===== src/rtl/pulse_int_pkg.sv =====
// Shared types and helpers for the pulse-integrator sequencer.
package pulse_int_pkg;
   localparam int PULSE_W  = 8;
   localparam int SAMPLE_W = 16;
   localparam int FRAME_W  = 32;

   typedef enum logic [1:0] {IDLE, ARM, WAIT_TRIG, CAPTURE} state_t;

   // A run is only meaningful if the output window lies inside each pulse.
   function automatic logic cfg_valid(input logic [PULSE_W-1:0]  np,
                                      input logic [SAMPLE_W-1:0] ns,
                                      input logic [SAMPLE_W-1:0] st,
                                      input logic [SAMPLE_W-1:0] en);
      return (np != '0) && (ns != '0) && (st <= en) && (en < ns);
   endfunction
endpackage


===== src/rtl/pulse_int_seq_sync_rise.sv =====
// Two-flop synchronizer followed by a registered rising-edge pulse (3-cycle latency).
module sync_rise (
   input  logic aclk,
   input  logic aresetn,
   input  logic d,
   output logic rise
);
   logic [2:0] sh;

   always_ff @(posedge aclk) begin
      if (!aresetn) begin
         sh   <= '0;
         rise <= 1'b0;
      end else begin
         sh   <= {sh[1:0], d};
         rise <= sh[1] & ~sh[2];
      end
   end
endmodule


===== src/rtl/pulse_int_seq.sv =====
// Aligns the free-running ADC stream to a pulse trigger and forwards n_samples beats
// per trigger to the integrator; also owns config latching and the integrator FIFO reset.
module pulse_int_seq
   import pulse_int_pkg::*;
#(
   parameter int AXIS_DATA_WIDTH = 32,
   parameter int FIFO_RST_CYCLES = 16
) (
   input  logic                       aclk,
   input  logic                       aresetn,
   input  logic                       enable,
   input  logic                       trigger,
   input  logic [7:0]                 cfg_n_pulses,
   input  logic [15:0]                cfg_n_samples,
   input  logic [15:0]                cfg_start_index,
   input  logic [15:0]                cfg_end_index,
   input  logic [AXIS_DATA_WIDTH-1:0] s_axis_tdata,
   input  logic                       s_axis_tvalid,
   output logic                       s_axis_tready,
   output logic [AXIS_DATA_WIDTH-1:0] m_axis_tdata,
   output logic                       m_axis_tvalid,
   output logic                       m_axis_tlast,
   input  logic                       m_axis_tready,
   output logic                       fifo_rst_n,
   output logic [7:0]                 n_pulses,
   output logic [15:0]                n_samples,
   output logic [15:0]                start_index,
   output logic [15:0]                end_index,
   output logic                       busy,
   output logic                       cfg_err,
   output logic                       trig_miss,
   output logic                       overrun,
   output logic [31:0]                frame_count
);
   localparam int RST_W = $clog2(FIFO_RST_CYCLES + 1);

   state_t              state, state_nxt;
   logic                en_q, en_rise, trig_rise, arm_ok, rst_done;
   logic                last_beat, frame_end, beat;
   logic [RST_W-1:0]    rst_cnt;
   logic [SAMPLE_W-1:0] sample_cnt;
   logic [PULSE_W-1:0]  pulse_cnt;

   sync_rise u_trig_sync (
      .aclk    (aclk),
      .aresetn (aresetn),
      .d       (trigger),
      .rise    (trig_rise)
   );

   assign s_axis_tready = 1'b1;
   assign en_rise   = enable & ~en_q;
   // Validate the live inputs: they are latched in the same cycle the decision is made.
   assign arm_ok    = cfg_valid(cfg_n_pulses, cfg_n_samples, cfg_start_index, cfg_end_index);
   assign rst_done  = (rst_cnt == RST_W'(FIFO_RST_CYCLES - 1));
   assign beat      = s_axis_tvalid;
   assign last_beat = (sample_cnt == n_samples - 16'd1);
   assign frame_end = (pulse_cnt == n_pulses - 8'd1);

   always_ff @(posedge aclk) begin
      if (!aresetn) state <= IDLE;
      else          state <= state_nxt;
   end

   always_comb begin
      state_nxt = state;
      case (state)
         IDLE:      if (en_rise && arm_ok) state_nxt = ARM;
         ARM:       if (rst_done) state_nxt = WAIT_TRIG;
         // Stopping is only allowed on a frame boundary; it beats a coincident trigger.
         WAIT_TRIG: if (!enable && pulse_cnt == '0) state_nxt = IDLE;
                    else if (trig_rise)             state_nxt = CAPTURE;
         CAPTURE:   if (beat && last_beat) state_nxt = WAIT_TRIG;
         default:   state_nxt = IDLE;
      endcase
   end

   always_comb begin
      busy       = (state != IDLE);
      fifo_rst_n = (state == WAIT_TRIG) || (state == CAPTURE);
   end

   always_ff @(posedge aclk) begin
      if (!aresetn) begin
         en_q          <= 1'b0;
         m_axis_tvalid <= 1'b0;
         m_axis_tlast  <= 1'b0;
         m_axis_tdata  <= '0;
         n_pulses      <= '0;
         n_samples     <= '0;
         start_index   <= '0;
         end_index     <= '0;
         cfg_err       <= 1'b0;
         trig_miss     <= 1'b0;
         overrun       <= 1'b0;
         frame_count   <= '0;
         rst_cnt       <= '0;
         sample_cnt    <= '0;
         pulse_cnt     <= '0;
      end else begin
         en_q          <= enable;
         m_axis_tvalid <= 1'b0;
         m_axis_tlast  <= 1'b0;
         // No backpressure path exists upstream, so a refused beat is simply lost.
         if (m_axis_tvalid && !m_axis_tready) overrun <= 1'b1;
         case (state)
            IDLE: if (en_rise) begin
               n_pulses    <= cfg_n_pulses;
               n_samples   <= cfg_n_samples;
               start_index <= cfg_start_index;
               end_index   <= cfg_end_index;
               cfg_err     <= ~arm_ok;
               if (arm_ok) begin
                  trig_miss  <= 1'b0;
                  overrun    <= 1'b0;
                  rst_cnt    <= '0;
                  sample_cnt <= '0;
                  pulse_cnt  <= '0;
               end
            end
            ARM:       rst_cnt <= rst_cnt + RST_W'(1);
            WAIT_TRIG: if (trig_rise) sample_cnt <= '0;
            CAPTURE: begin
               if (trig_rise) trig_miss <= 1'b1;
               if (beat) begin
                  m_axis_tvalid <= 1'b1;
                  m_axis_tdata  <= s_axis_tdata;
                  m_axis_tlast  <= last_beat;
                  if (last_beat) begin
                     sample_cnt <= '0;
                     if (frame_end) begin
                        pulse_cnt   <= '0;
                        frame_count <= frame_count + 32'd1;
                     end else begin
                        pulse_cnt <= pulse_cnt + 8'd1;
                     end
                  end else begin
                     sample_cnt <= sample_cnt + 16'd1;
                  end
               end
            end
            default: ;
         endcase
      end
   end
endmodule


===== config.mk =====
export PLATFORM = sky130hd
export DESIGN_NAME = pulse_int_seq
export DESIGN_NICKNAME = d
export VERILOG_FILES = /design/src/rtl/pulse_int_pkg.sv /design/src/rtl/pulse_int_seq_sync_rise.sv /design/src/rtl/pulse_int_seq.sv
export SDC_FILE = /design/constraint.sdc
export NUM_CORES = 1
export LEC_CHECK = 0
export ABC_AREA = 0
export CAP_MARGIN = 20
export CORE_ASPECT_RATIO = 2
export CORE_MARGIN = 10
export CORE_UTILIZATION = 49
export CTS_CLUSTER_DIAMETER = 80
export CTS_CLUSTER_SIZE = 10
export DETAILED_ROUTE_END_ITERATION = 8
export GPL_ROUTABILITY_DRIVEN = 0
export PLACE_DENSITY = 0.79
export SETUP_SLACK_MARGIN = 0.3
export SLEW_MARGIN = 20
export SYNTH_ARGS = -nofsm -noshare
export SYNTH_HDL_FRONTEND = slang
export SYNTH_SLANG_ARGS = --single-unit

===== constraint.sdc =====
create_clock -name aclk -period 4.1 [get_ports aclk]
set_input_delay 1.025 -clock aclk [delete_from_list [all_inputs] [get_ports aclk]]
set_output_delay 1.025 -clock aclk [all_outputs]
set_load 0.03 [all_outputs]

======== After elaboration in Yosys (flattened, before gate mapping) ========
Cells that the tools add are included.
storage, ports and cells
  bits in registers ....................... 161
  latch bits .............................. 0
  bits in writable memories ............... 0
  bits in read-only memories .............. 0
  output and inout port bits .............. 128
  word-level logic and storage cells ...... 105
  memories ................................ 0
cells by class
  add/subtract/negate cells ............... 6
  multiply operators ...................... 0
  div/mod/pow operators ................... 0
  magnitude comparators ................... 2
  eq/ne operators ......................... 16
  shifts and indexed selects .............. 0
  multiplexer cells ....................... 30
  bitwise gates (word level) .............. 5
  reductions and logical operators ........ 28
operators with widths
  cell                     number
  $mux W16                 5
  $pmux W16 S3             1
  $mux W8                  5
  $add A32 B1 Y32 const B  1
  $add A16 B1 Y16 const B  1
  $eq A16 B16 Y1           1
  $le A16 B16 Y1           1
  $lt A16 B16 Y1           1
  $pmux W8 S2              1
  $reduce_bool A16 Y1      1
  $sub A16 B1 Y16 const B  1
  $ne A2 B2 Y1 const B     7
  $reduce_and A4 Y1        3
  $mux W2                  5
  $mux W5                  2
  $pmux W5 S2              1
  $reduce_and A5 Y1        2
  $add A8 B1 Y8 const B    1
  $eq A8 B8 Y1             1
  $logic_not A8 Y1         1
  $mux W1                  8
  $pmux W2 S4              1
  $reduce_bool A8 Y1       1
  $sub A8 B1 Y8 const B    1
  other kinds (17)         34

======== Logic depth before layout (Yosys ltp) ========
  word-level depth ........................ 7
  gate-level depth with buffers ........... 14

======== Hierarchy ========
Synthesis repeated with hierarchy kept, for this count alone.
second synthesis, totals
  cells, all modules ...................... 1099
  area, all modules ....................... 8585.7 µm²
modules (own cells, without submodules)
  module         instances  cells each  area each (µm²)  seq. area each (µm²)
  pulse_int_seq  1          1091        8474.4           3143.0
  sync_rise      1          8           111.4            80.1

======== Worst setup path before layout ========
No wires, ideal clock.
  path type ............................... input-to-reg
  start point ............................. input cfg_end_index[14]
  end point ............................... register sample_cnt[10]
  setup time .............................. 0.117 ns
  arrival ................................. 3.310 ns
  data required time ...................... 3.983 ns
  setup slack ............................. 0.673 ns
  cell stages on the path ................. 11
  cell sequence ........................... inv_1 > ha_1 > a21oi_1 > nand2_1 > a221o_1 > o31a_1 > o21bai_1 > nand2_1 > a21oi_1 > buf_2 > nor2_1
between the ends
  word-level cells in the longest chain between the ends .. 5
ends and longest elaborated chain
  what                                  line                  text
  start: declaration                    pulse_int_seq.sv:16   input logic [15:0] cfg_end_index,
  $le A16 B16 Y1                        pulse_int_pkg.sv:14   return (np != '0) && (ns != '0) && (st <= en) && (en < ns);
  $logic_and A1 B1 Y1                   pulse_int_pkg.sv:14
  $logic_and A1 B1 Y1 *                 pulse_int_pkg.sv:14
  $ne A2 B2 Y1 (no source line) *       --
  $reduce_and A5 Y1 (no source line) *  --
  end signal: assignment                pulse_int_seq.sv:138  sample_cnt <= sample_cnt + 16'd1;
  end: declaration                      pulse_int_seq.sv:41   logic [SAMPLE_W-1:0] sample_cnt;
Every way passes the cells marked *; elsewhere a longest branch is shown, timed or not.
A chain may end at the register's enable or synchronous reset.

======== Final worst setup path ========
  start point ............................. register n_samples[0]
  end point ............................... register frame_count[9]
between the ends
  word-level cells in the longest chain between the ends .. 3
ends and longest elaborated chain
  what                                line                  text
  start: declaration                  pulse_int_seq.sv:26   output logic [15:0] n_samples,
  start signal: assignment            pulse_int_seq.sv:109  n_samples <= cfg_n_samples;
  $sub A16 B1 Y16                     pulse_int_seq.sv:57   assign last_beat = (sample_cnt == n_samples - 16'd1);
  $eq A16 B16 Y1                      pulse_int_seq.sv:57
  $reduce_and A4 Y1 (no source line)  --
  end signal: assignment              pulse_int_seq.sv:133  frame_count <= frame_count + 32'd1;
  end: declaration                    pulse_int_seq.sv:33   output logic [31:0] frame_count
Every way passes these cells.

==> reports/qor.csv <==
stage,metric,value,unit
clock_network,cts_tree,done,
clock_network,clk_path_buf_depth,2,
yosys,async_flop_share,0,
floorplan,core,16300,um^2
critical_path,start_kind,flip-flop,
hold_path,min_to,u_trig_sync.rise,
detailed_routing,routed_wirelength,27900,um
global_route,overflow,0,
clock_network,h-tree-depth,4,
hold_path,hp-class,flip-flop to flip-flop,
final_layout,final_core_util,0.680,
timing,setup_viol,0,
critical_path,cp-end-kind,flip-flop,
timing,hold_viol_final,0,
final_layout,final_cells,1460,
yosys,netlist_area,8090,um^2
global_route,grt_start_max_net_pins,71,
detailed_routing,ant_nets,0,
place,port_buffers,220,
critical_path,worstReg2RegEnd,frame_count[9],
critical_path,cp.arrival,3.96,ns
yosys,synth_most_common_cell,nand2_1,
floorplan,design.portCount,222,
yosys,ys_seq_elements,161,
yosys,yosys_warnings,0,
timing,fin_skew,0.0110,ns
yosys,syn-instance-count,1045,
timing,post-route-period-util,0.879,
clock_network,clock_tree.root_cell,clkbuf_16,
place,place_area,10400,um^2
timing,slew_violations,0,
critical_path,r2r_setup_slack,0.50,ns
detailed_routing,dr.pass1.iters,6,
clock_network,insertion_delay,0.43,ns
yosys,synthAdderAreaFrac,0.0603,
yosys,synthFlopType,dfxtp_1,
final_layout,drive_above_1_share,0.0526,
place,dp_hpwl,21200,um
final_layout,synthToLayoutAreaGrowth,36.7,%
power,p_per_area,355,nW/um^2
timing,whs,0.413,ns
timing,worst_pin_slew,1.08,ns
global_route,antenna_found_initial,1,
hold_path,hold_path_depth,1,
critical_path,reg2reg_depth,11,
hold_path,hp-start,u_trig_sync.sh[2],
critical_path,critPathRequiredTime,4.46,ns
floorplan,start_util,0.497,
critical_path,path_max_fanout,58,
yosys,synth_top_area_share,0.398,
critical_path,timing.rr.start,n_samples[0],
floorplan,die_y,202,um
global_route,grt_use_total,0.238,
final_layout,final_cell_area,11100,um^2
yosys,synth_mux_area_frac,0.00618,
yosys,synthSimpleGateAreaFrac,0.274,
final_layout,final_nets,1375,
clock_network,cts_hold_buf,0,
timing,tns,0,ns
timing,period_needed,3.60,ns
yosys,yosys.area.top_type,dfxtp_1,
power,leakage,4.10,nW
clock_network,clk_pin_slew,0.07,ns
run_status,status,completed,
yosys,synth_area_per_cell,7.74,um^2
timing,slew_headroom,0.279,
yosys,synthTopCellsByArea,"dfxtp_1 (40%), nand2_1 (9.8%), a21oi_1 (8.9%)",
power,vdd_drop_max,223,uV
yosys,synthXorXnorAreaFrac,0.0411,
detailed_routing,drc,0,
yosys,synth.yosys.seq_area_share,0.398,
global_route,grt_pass1_wl,43500,um
job,max_cap_violations,0,
floorplan,rows,66,
yosys,synth.cells.most_frequent,"nand2_1 (212), dfxtp_1 (161), a21oi_1 (144), nor2_1 (51)",
floorplan,die_area,22400,um^2
detailed_routing,viasPerCell,5.75,
yosys,synth_edf_count,0,
clock_network,numCtsBuffers,17,
yosys,synthDistinctLibCells,60,
detailed_routing,wl_per_cell,19.1,um
clock_network,clock_sinks,161,
floorplan,die_w,111,um
global_route,grt_pass1_vias,8230,
clock_network,post_cts_buffers,0,
timing,fmax,277,MHz
critical_path,crit_type,flip-flop to flip-flop,
place,dp_cells,1427,
final_layout,fillCellCount,1392,
yosys,synth-compound-area-share,0.166,
detailed_routing,vias,8391,
timing,rsz0062_at_grt,false,
yosys,synth_nets,1178,
yosys,synth_top_family_by_area,simple AND/OR/NAND/NOR gates,
detailed_routing,drtIter0Drc,417,
power breakdown:
part           switching [W]  leakage, nW  internal (W)
Sequential         0.0000473         1.31       0.00161
Combinational       0.000358         2.50      0.000277
Clock               0.000693        0.291      0.000941
Total                0.00110         4.10       0.00282
logic make-up after synthesis:
logic type	Yosys count
flip-flops	161
AO/OA/AOI/OAI	238
multiplexers	5
other	1
XOR/XNOR	38
adder cells (fa/ha/maj)	39
AND/OR/NAND/NOR	456
buffers and inverters	107
metal layers:
| metal | track usage | vias to the layer above | part of all wire |
|---|---|---|---|
| met5 | 0 | - | 0 |
| met4 | 0.121 | 0 | 0.048 |
| met3 | 0.0572 | 90 | 0.057 |
| met2 | 0.458 | 318 | 0.56 |
| met1 | 0.223 | 3951 | 0.34 |
| li1 | - | 4032 | - |
cells in the final DEF, fill, tap and decap left out, drive strengths merged, types with 3 or more instances in the layout:
cell,synthesis,final
dfxtp,161,161
ha,39,39
and3,13,13
buf,11,17
o31ai,17,17
a211o,3,3
or4,17,17
and4,5,5
nand3,35,35
clkdlybuf4s50,0,220
o2111ai,3,3
xnor2,14,14
a31oi,4,4
a2111oi,3,3
mux2i,5,5
nand3b,3,3
a21oi,144,144
nor4,12,12
xor2,24,24
nor2,51,51
nand2b,9,9
or2,4,4
clkinv,0,5
and2,4,4
inv,48,52
or3,28,28
clkbuf,48,19
nor3,15,15
o21ai,44,44
nand2,212,212
a21o,3,3
nor2b,13,13
nand4,28,28
how the worst max path moves through the flow:
stage	from	end	slack, ns	cells past startpoint
final	n_samples[0]	frame_count[9]	0.50	11
after global routing	cfg_end_index[7]	sample_cnt[9]	0.31	13
after CTS	n_samples[0]	frame_count[15]	0.31	11
after detailed placement	cfg_end_index[5]	sample_cnt[9]	0.15	13
after global placement	cfg_end_index[5]	sample_cnt[4]	0.22	13
after floorplan	cfg_end_index[14]	sample_cnt[10]	0.67	11
worst max-delay path: stages, from the launching register on:
cell and delay [ns]:
dfxtp_1 0.41, inv_1 0.10, ha_2 0.29, or4b_4 0.52, o31ai_2 0.27, nand4_1 0.14, or4_4 0.59, nor3_4 0.17
nand4_2 0.15, buf_12 0.21, or4_1 0.51, a21oi_1 0.15
registers in the layout, indices dropped and copies added, names as in the netlist:
name,cells
cfg_err,1
en_q,1
end_index,16
frame_count,32
m_axis_tdata,32
m_axis_tlast,1
m_axis_tvalid,1
n_pulses,8
n_samples,16
overrun,1
pulse_cnt,8
rst_cnt,5
sample_cnt,16
start_index,16
state,2
trig_miss,1
u_trig_sync.rise,1
u_trig_sync.sh,3
final cells by class:
| class | instances | area, um^2 | share of cell area |
|---|---|---|---|
| clock buffer | 19 | 453 | 0.0409 |
| timing repair buffer | 237 | 2350 | 0.212 |
| antenna | 1 | 2.50 | 0.000226 |
| tap | 204 | 255 | 0.0231 |
| clock inverter | 13 | 150 | 0.0136 |
| multi-input combinational | 777 | 4450 | 0.402 |
| sequential | 161 | 3220 | 0.291 |
| inverter | 48 | 181 | 0.0164 |
what timing repair did:
action,CTS,global route
setup endpoints to repair,0,41
resized for setup,0,4
hold endpoints to repair,0,0
through the flow:
stage	worst slack, ns	power, W
finish	0.495	0.00392
global route	0.305	0.00407
CTS	0.312	0.00394
detailed placement	0.146	0.00231
global placement	0.220	0.00230
floorplan	0.673	0.00203
Power figures use the tool's default switching activity.
